`src/rtl/sqrt_share_pkg.sv`:
```
// Shared types and the round-robin pick helper for the square-root pipeline arbiter.
package sqrt_share_pkg;

  localparam int NREQ_DEF = 4;
  localparam int IDW      = (NREQ_DEF > 1) ? $clog2(NREQ_DEF) : 1;
  localparam int MAXREQ   = 32;

  typedef logic [IDW-1:0] id_t;

  typedef enum logic {ARB, LOCK} arb_st_e;

  // First set bit of valid scanning upward from ptr+1 with wrap; falls back to ptr.
  function automatic int rr_pick(input logic [MAXREQ-1:0] valid, input int ptr, input int nreq);
    int  idx;
    int  pick;
    logic found;
    pick  = ptr;
    found = 1'b0;
    for (int k = 1; k <= MAXREQ; k++) begin
      idx = (ptr + k) % nreq;
      if (!found && (k <= nreq) && valid[idx]) begin
        pick  = idx;
        found = 1'b1;
      end
    end
    return pick;
  endfunction

endpackage

```
`src/rtl/sqrt_tag_fifo.sv`:
```
// In-order requester-id FIFO: register array with a combinational head output.
module sqrt_tag_fifo #(
  parameter int TDEP = 8,
  parameter int IDW  = 2
) (
  input  logic           clk,
  input  logic           rst,
  input  logic           push,
  input  logic [IDW-1:0] din,
  input  logic           pop,
  output logic           full,
  output logic           empty,
  output logic [IDW-1:0] dout
);

  localparam int AW = $clog2(TDEP);

  logic [IDW-1:0] mem [TDEP];
  logic [AW-1:0]  wr_ptr, rd_ptr;
  logic [AW:0]    count;
  logic           do_push, do_pop;

  // A full FIFO refuses a push even when a pop happens in the same cycle.
  assign full    = (count == (AW+1)'(TDEP));
  assign empty   = (count == '0);
  assign do_push = push & ~full;
  assign do_pop  = pop & ~empty;
  assign dout    = mem[rd_ptr];

  always_ff @(posedge clk) begin
    if (do_push) mem[wr_ptr] <= din;
  end

  always_ff @(posedge clk or posedge rst) begin
    if (rst) begin
      wr_ptr <= '0;
      rd_ptr <= '0;
      count  <= '0;
    end else begin
      if (do_push) wr_ptr <= wr_ptr + 1'b1;
      if (do_pop)  rd_ptr <= rd_ptr + 1'b1;
      case ({do_push, do_pop})
        2'b10:   count <= count + 1'b1;
        2'b01:   count <= count - 1'b1;
        default: count <= count;
      endcase
    end
  end

endmodule

```
`src/rtl/sqrt_share_arb.sv`:
```
// Packet-level round-robin sharing of one streaming sqrt pipeline among NREQ clients.
// Optional per-requester result counters under SQRT_SHARE_ARB_STAT_EN.
module sqrt_share_arb
  import sqrt_share_pkg::*;
#(
  parameter int NREQ = 4,
  parameter int RDW  = 4,
  parameter int TDEP = 8
) (
  input  logic                         clk,
  input  logic                         rst,
  input  logic [NREQ-1:0][2*RDW-1:0]   req_num,
  input  logic [NREQ-1:0]              req_last,
  input  logic [NREQ-1:0]              req_valid,
  output logic [NREQ-1:0]              req_ready,
  output logic [RDW-1:0]               res_sqrt,
  output logic [2*RDW-1:0]             res_rem,
  output logic                         res_last,
  output logic [NREQ-1:0]              res_valid,
  input  logic [NREQ-1:0]              res_ready,
  output logic [2*RDW-1:0]             sq_num,
  output logic                         sq_ilast,
  output logic                         sq_ivalid,
  input  logic                         sq_iready,
  input  logic [RDW-1:0]               sq_sqrt,
  input  logic [2*RDW-1:0]             sq_rem,
  input  logic                         sq_olast,
  input  logic                         sq_ovalid,
  output logic                         sq_oready
`ifdef SQRT_SHARE_ARB_STAT_EN
  ,
  input  logic                         cnt_clr,
  output logic [NREQ-1:0][15:0]        item_cnt
`endif
);

  localparam int IW = (NREQ > 1) ? $clog2(NREQ) : 1;

  arb_st_e       state, state_n;
  logic [IW-1:0] lk, lk_n, rr_ptr, rr_n, gnt, head;
  logic          tag_full, tag_empty, issue, pop;

  // Issue side: every handshake qualifier is masked by rst so nothing moves during reset.
  always_comb begin
    gnt       = (state == LOCK) ? lk : IW'(rr_pick(MAXREQ'(req_valid), int'(rr_ptr), NREQ));
    sq_num    = req_num[gnt];
    sq_ilast  = req_last[gnt];
    sq_ivalid = ~rst & ~tag_full & ((state == LOCK) ? req_valid[lk] : |req_valid);
    req_ready = '0;
    req_ready[gnt] = ~rst & sq_iready & ~tag_full;
  end

  assign issue = sq_ivalid & sq_iready;

  always_comb begin
    res_valid       = '0;
    res_valid[head] = ~rst & sq_ovalid & ~tag_empty;
    sq_oready       = ~rst & res_ready[head] & ~tag_empty;
  end

  assign pop      = sq_ovalid & sq_oready;
  assign res_sqrt = sq_sqrt;
  assign res_rem  = sq_rem;
  assign res_last = sq_olast;

  sqrt_tag_fifo #(.TDEP(TDEP), .IDW(IW)) u_tag_fifo (
    .clk   (clk),
    .rst   (rst),
    .push  (issue),
    .din   (gnt),
    .pop   (pop),
    .full  (tag_full),
    .empty (tag_empty),
    .dout  (head)
  );

  // Lock is released only by a last handshake; priority rotates to the finishing requester.
  always_comb begin
    state_n = state;
    lk_n    = lk;
    rr_n    = rr_ptr;
    if (issue) begin
      if (req_last[gnt]) begin
        state_n = ARB;
        rr_n    = gnt;
      end else begin
        state_n = LOCK;
        lk_n    = gnt;
      end
    end
  end

  always_ff @(posedge clk or posedge rst) begin
    if (rst) begin
      state  <= ARB;
      lk     <= '0;
      rr_ptr <= IW'(NREQ-1);
    end else begin
      state  <= state_n;
      lk     <= lk_n;
      rr_ptr <= rr_n;
    end
  end

  a_no_orphan_result: assert property (@(posedge clk) disable iff (rst) !(sq_ovalid && tag_empty));

`ifdef SQRT_SHARE_ARB_STAT_EN
  always_ff @(posedge clk or posedge rst) begin
    if (rst)          item_cnt <= '0;
    else if (cnt_clr) item_cnt <= '0;
    else if (pop)     item_cnt[head] <= item_cnt[head] + 16'd1;
  end
`endif

endmodule

```
`config.mk`:
```
export PLATFORM = sky130hd
export DESIGN_NAME = sqrt_share_arb
export DESIGN_NICKNAME = d
export VERILOG_FILES = /design/src/rtl/sqrt_share_pkg.sv /design/src/rtl/sqrt_tag_fifo.sv /design/src/rtl/sqrt_share_arb.sv
export SDC_FILE = /design/constraint.sdc
export NUM_CORES = 1
export LEC_CHECK = 0
export BUFFER_PORTS_ARGS = -buffer_cell sky130_fd_sc_hd__buf_2
export CORE_ASPECT_RATIO = 1.1
export CORE_UTILIZATION = 52
export CTS_CLUSTER_DIAMETER = 150
export CTS_CLUSTER_SIZE = 12
export DETAILED_ROUTE_END_ITERATION = 16
export GPL_ROUTABILITY_DRIVEN = 0
export PLACE_DENSITY = 0.88
export SKIP_CTS_REPAIR_TIMING = 1
export SLEW_MARGIN = 0
export SYNTH_ARGS = -nofsm -noshare
export SYNTH_HDL_FRONTEND = slang
export SYNTH_SLANG_ARGS = --single-unit
```
`constraint.sdc`:
```
create_clock -name clk -period 10.8 [get_ports clk]
set_clock_uncertainty 0.2 [all_clocks]
set_input_delay 0.54 -clock clk [delete_from_list [all_inputs] [get_ports clk]]
set_output_delay 0.54 -clock clk [all_outputs]
set_load 0.02 [all_outputs]
```
* Yosys cells after proc, flatten, opt, wreduce, memory -nomap -nowiden *
Memory sizes are Yosys's and may differ from the RTL's.
Index checks and enable logic that the tools add are counted.

cells by class
  $add $sub $neg = 8
  $lt $le $gt $ge = 9
  eq/ne operators = 3
  multiplexer cells = 37
  bitwise operators = 22
  reductions and logical operators = 17

operators by type and width
  operator                                             count
  < comparator 3 x 7 -> 1 bit, second input constant   4
  two-way mux 1 bit                                    20
  binary-select mux 8 bit (select 2 bit)               1
  AND 1 bit                                            12
  binary-select mux 1 bit (select 3 bit)               4
  two-way mux 2 bit                                    5
  < comparator 2 x 3 -> 1 bit, second input constant   3
  AND 4 bit                                            2
  two-way mux 8 bit                                    1
  one-hot mux 4 bit (2 select lines)                   1
  OR reduction 2 bit                                   4
  adder 3 x 1 -> 3 bit, second input constant          2
  binary-select mux 1 bit (select 2 bit)               3
  logical AND 1 bit                                    5
  adder 2 x 1 -> 2 bit, second input constant          2
  adder 2 bit, second input constant                   2
  adder 4 x 1 -> 4 bit, second input constant          1
  AND 1 bit, first input constant                      4
  demux 1 bit (select 2 bit)                           2
  == test 4 bit, second input constant                 1
  >= comparator 2 x 1 -> 1 bit, second input constant  2
  zero test 4 bit                                      1
  NOT 1 bit                                            4
  AND reduction 2 bit                                  2
  other kinds (6)                                      8

storage, ports and cells
  register bits after elaboration = 15
  memory bits (writable) = 16
  output and inout bits = 32
  word-level logic and storage cells = 103
  memories kept = 1

memory list
  name            words  bits a word  read ports  clocked after Yosys merged registers in  write ports  line                 source
  u_tag_fifo.mem  8      2            1           0                                        1            sqrt_tag_fifo.sv:18  logic [IDW-1:0] mem [TDEP];

* Logic depth before layout (Yosys ltp) *
  word-level depth = 22
  gate-level depth with buffers = 13
  gate-level depth less buffers = 12

* Cells and area by module *
A second synthesis with hierarchy kept.

unflattened totals
  cells, all modules = 232
  area total of the unflattened synthesis = 2158.3 um2

by module, submodules not included
  module          instances  cells each  area an instance (um2)
  sqrt_tag_fifo   1          91          1261.2
  sqrt_share_arb  1          141         897.1

* Least setup slack after synthesis *
No wires, ideal clock.

  path type = register to register
  from = register u_tag_fifo.rd_ptr[1]
  to = register u_tag_fifo.count[3]
  arrival time = 3083 ps
  required time = 10478 ps
  path slack = 7394 ps
  cell stages (with the launch flop) = 14
  buffers on the path = 2
  path through = dfrtp_1 > buf_6 > mux2_4 > mux4_2 > mux4_2 > and2_4 > buf_6 > ha_1 > ha_1 > a21o_1 > a21oi_1 > xnor2_1 > nor2_1 > xnor2_1

between the ends
  longest elaborated chain between the ends = 9
  elaborated cells between the ends (all ways) = 11
  classes of those cells = eq/ne (2); mux (3); bitwise (4); reduce/logical (1); memory (1)

RTL lines
  item                                                                             line                  source
  start: declaration                                                               sqrt_tag_fifo.sv:19   logic [AW-1:0] wr_ptr, rd_ptr;
  start signal: assignment                                                         sqrt_tag_fifo.sv:41   if (do_pop) rd_ptr <= rd_ptr + 1'b1;
  memory (8 x 2 bit) *                                                             --
  binary-select mux 1 bit (select 2 bit) *                                         sqrt_share_arb.sv:58  sq_oready = ~rst & res_ready[head] & ~tag_empty;
  two-way mux 1 bit (implied by the code) *                                        sqrt_share_arb.sv:58
  AND 1 bit * (2 in series)                                                        sqrt_share_arb.sv:58
  AND 1 bit *                                                                      sqrt_share_arb.sv:61  assign pop = sq_ovalid & sq_oready;
  AND 1 bit *                                                                      sqrt_tag_fifo.sv:27   assign do_pop = pop & ~empty;
  named net u_tag_fifo.do_pop                                                      sqrt_tag_fifo.sv:21   logic do_push, do_pop;
  == test 2 x 1 -> 1 bit / == test 2 bit (equally long branches)                   sqrt_tag_fifo.sv:42   case ({do_push, do_pop})
  one-hot mux 4 bit (2 select lines) / nonzero test 2 bit (equally long branches)  --
  end signal: assignment                                                           sqrt_tag_fifo.sv:43   2'b10: count <= count + 1'b1;
  end signal: assignment                                                           sqrt_tag_fifo.sv:44   2'b01: count <= count - 1'b1;
  end signal: assignment                                                           sqrt_tag_fifo.sv:45   default: count <= count;
  end: declaration                                                                 sqrt_tag_fifo.sv:20   logic [AW:0] count;

The timed path passes the listed nets; every way through them passes the cells marked *. The select of a mux whose other input is x is not followed.
A chain may end at the register's enable or synchronous reset.

* Worst setup path after layout *
  from = register u_tag_fifo.rd_ptr[1]
  to = register u_tag_fifo.count[3]

between the ends
  longest elaborated chain between the ends = 9
  elaborated cells between the ends (all ways) = 11
  classes of those cells = eq/ne (2); mux (3); bitwise (4); reduce/logical (1); memory (1)

RTL lines
  item                                                                             line
  memory (8 x 2 bit) *                                                             --
  binary-select mux 1 bit (select 2 bit) *                                         sqrt_share_arb.sv:58
  two-way mux 1 bit (implied by the code) *                                        sqrt_share_arb.sv:58
  AND 1 bit * (2 in series)                                                        sqrt_share_arb.sv:58
  AND 1 bit *                                                                      sqrt_share_arb.sv:61
  AND 1 bit *                                                                      sqrt_tag_fifo.sv:27
  == test 2 x 1 -> 1 bit / == test 2 bit (equally long branches)                   sqrt_tag_fifo.sv:42
  one-hot mux 4 bit (2 select lines) / nonzero test 2 bit (equally long branches)  --

Every way passes the cells marked *; elsewhere a longest branch is shown, timed or not. The select of a mux whose other input is x is not followed.

==> flow_summary.ini <==
[outcome]
run_status = complete, no violations

[synth]
synth_most_common_cell = mux2i_1
synth_ff_type = edfxtp_1
synth-async-reset-ratio = 0.484
ys_ff_latch = 31
yosysTopAreaCell = edfxtp_1
syn_nets = 266
syn_inst = 199
netlist_area_sq_um = 2160
yosysWarnings = 0
yosysSeqAreaShare = 0.398
synth_top_cells_by_count = 29 x mux2i_1, 16 x edfxtp_1, 15 x nand2_1, 15 x nor2_1
yosys.cell_types.count = 41
synth_edf_count = 16
synth_top_area_share = 0.223
yosys-top-cells-area = edfxtp_1 22%, dfrtp_1 15%, mux2i_1 13%
syn_area_per_cell_sq_um = 10.8

[die]
fp.coreArea_sq_um = 3960
io_pins = 93
initial_core_util = 0.544
die_area_sq_um = 4410
die_h_microns = 69.6
rows = 24
die_w_microns = 63.4

[global_route]
antenna_found_initial = 0
grt-ovfl-total = 0
grt_pass1_wl_mm = 7.23
grt_pass1_vias = 1649
grt_use_total = 0.217
grt_max_degree = 31

[cells_and_area]
regArea_sq_um = 858
utilization = 0.639
multi_input_area_sq_um = 1120
antenna_cells = 0
nFillCells = 338
final_area_sq_um = 2530
fin_nets = 320
drive_above_1_share = 0.374
syn_to_final_growth_pct = 17.3

[route]
drc = 0
finalWirelength_mm = 4.42
vias_per_cell = 5.50
drt_pass1_iterations = 4
final_antenna_net_count = 0
wl_per_cell_microns = 14.4
via_count = 1684
drt_iter0_drc = 86

[power]
leakage_nw = 1.12
max-vdd-ir-drop_v = 0.000139
finalPower_w = 0.000656
powerDensity_nw_per_um2 = 259

[critical_path]
arrival_ps = 3530
critPathMaxFanout = 8
cp-end-kind = flop
crit_type = reg -> reg
required_ps = 10770
cp-start-kind = flop

[timing]
worst_pin_slew_ps = 699
slew_viol_final = 0
holdWs_ps = 138
hold_viol_final = 0
slew_headroom = 0.528
setup_tns_ps = 0
setup_viol = 0
period_minus_slack_ps = 3560
rsz0062_at_grt = no
timing.fmax_ghz = 0.281
layout_worst_path_cycle_share = 0.330

[flow_run]
max_cap_violations = 0

[placed_design]
io_buffers = 66
hpwl_mm = 3.30
place_area_sq_um = 2420

[clock_tree]
htreeDepth = 2
clockRootBuffer = clkbuf_8
insertion_delay_ps = 280
cts.sinks = 31
numCtsBuffers = 5
path_clk_slew_ps = 70
tritoncts = built
clk_path_buf_depth = 2

[hold_path]
hold_path_class = in -> async
-- where the power goes --
| group | switching, W | leakage (nW) | internal (W) | total [W] |
|---|---|---|---|---|
| clock | 0.0000411 | 0.0556 | 0.0000674 | 0.000109 |
| combinational | 0.000178 | 0.753 | 0.000159 | 0.000337 |
| sequential | 0.0000454 | 0.315 | 0.000165 | 0.000210 |
| total | 0.000265 | 1.12 | 0.000392 | 0.000656 |
-- path summary, 6_finish.rpt --
path / cells past startpoint / slack, ps / start / to
worst max-delay path: 11 / 7240 / u_tag_fifo.rd_ptr[1]$_DFFE_PP0P_ / u_tag_fifo.count[3]$_DFFE_PP0P_
worst min-delay path: 2 / 140 / rst / u_tag_fifo.rd_ptr[0]$_DFFE_PP0P_
worst max register to register: 11 / 7240 / u_tag_fifo.rd_ptr[1]$_DFFE_PP0P_ / u_tag_fifo.count[3]$_DFFE_PP0P_
worst min register to register: 1 / 330 / u_tag_fifo.count[0]$_DFFE_PP0P_ / u_tag_fifo.count[0]$_DFFE_PP0P_
max in group asynchronous: 2 / 9870 / rst / u_tag_fifo.count[1]$_DFFE_PP0P_
min in group clk: 1 / 330 / u_tag_fifo.count[0]$_DFFE_PP0P_ / u_tag_fifo.count[0]$_DFFE_PP0P_
-- critical path, stage by stage, from the launching register on --
cell	delay, ps
dfrtp_1	570
mux2_1	360
mux4_2	490
mux4_2	450
and2_4	190
ha_1	230
ha_1	290
a21o_1	150
a21oi_1	170
xnor2_1	140
nor2_1	70
xnor2_1	130
-- per-stage QoR --
| stage | worst slack, ps | std cells |
|---|---|---|
| 6_report | 7240 | 306 |
| 5_1_grt | 7040 | 306 |
| 4_1_cts | 7240 | 306 |
| 3_5_place_dp | 7290 | 298 |
| 3_3_place_gp | 7380 | 298 |
| 2_1_floorplan | 7390 | 199 |
-- layout by cell type, fill, tap and decap left out, types with 2 or more instances in the layout --
| cell | Yosys | routed |
|---|---|---|
| mux4_2 | 5 | 5 |
| mux2i_1 | 29 | 29 |
| buf_2 | 1 | 66 |
| o221a_2 | 2 | 2 |
| and2_1 | 2 | 2 |
| dfrtp_1 | 13 | 13 |
| nor2b_1 | 6 | 6 |
| o211a_2 | 2 | 2 |
| o2bb2ai_1 | 2 | 2 |
| clkbuf_8 | 0 | 5 |
| a21oi_1 | 7 | 7 |
| o21ai_0 | 3 | 3 |
| mux2_1 | 3 | 3 |
| nand2_1 | 15 | 15 |
| edfxtp_1 | 16 | 16 |
| ha_1 | 5 | 5 |
| xor2_1 | 2 | 2 |
| nand2b_1 | 2 | 2 |
| nor2_1 | 15 | 15 |
| inv_1 | 8 | 8 |
| o2111ai_1 | 2 | 2 |
| nor3_1 | 6 | 6 |
| o21ai_1 | 5 | 4 |
| nor3b_1 | 4 | 4 |
| dfstp_2 | 2 | 2 |
| nor4b_1 | 2 | 2 |
| xnor2_1 | 6 | 6 |
| mux2_4 | 4 | 4 |
| inv_2 | 2 | 2 |
-- routing by layer --
| metal | global-route usage | share of wire | up-vias |
|---|---|---|---|
| met5 | 0 | 0 | - |
| met4 | 0.0960 | 0.020 | 0 |
| met3 | 0.0493 | 0.070 | 8 |
| met2 | 0.395 | 0.51 | 85 |
| met1 | 0.236 | 0.40 | 768 |
| li1 | - | - | 823 |
-- flip-flops by register name, summed over array words and instances, names as in the netlist --
register           count
lk                     2
rr_ptr                 2
state                  1
u_tag_fifo.count       4
u_tag_fifo.mem        16
u_tag_fifo.rd_ptr      3
u_tag_fifo.wr_ptr      3
-- layout make-up --
| class | instances | share of cell area |
|---|---|---|
| Clock buffer | 5 | 0.0272 |
| Clock inverter | 3 | 0.0153 |
| Inverter | 10 | 0.0148 |
| Multi-Input combinational cell | 138 | 0.444 |
| Sequential cell | 31 | 0.339 |
| Tap cell | 52 | 0.0257 |
| Timing Repair Buffer | 67 | 0.133 |
-- kinds of logic (layout without fill, tap and decap cells) --
family,Yosys count,after routing,synth area share
xor gates and xnor gates,8,8,0.0325
AOI/OAI and AO/OA,27,27,0.0864
adders and majority gates,6,6,0.0383
muxes,42,42,0.236
DFF,31,31,0.398
and+or+nand+nor,55,55,0.127
buffers and inverters,30,85,0.0824
No activity file was read; power rests on OpenSTA's default activity.
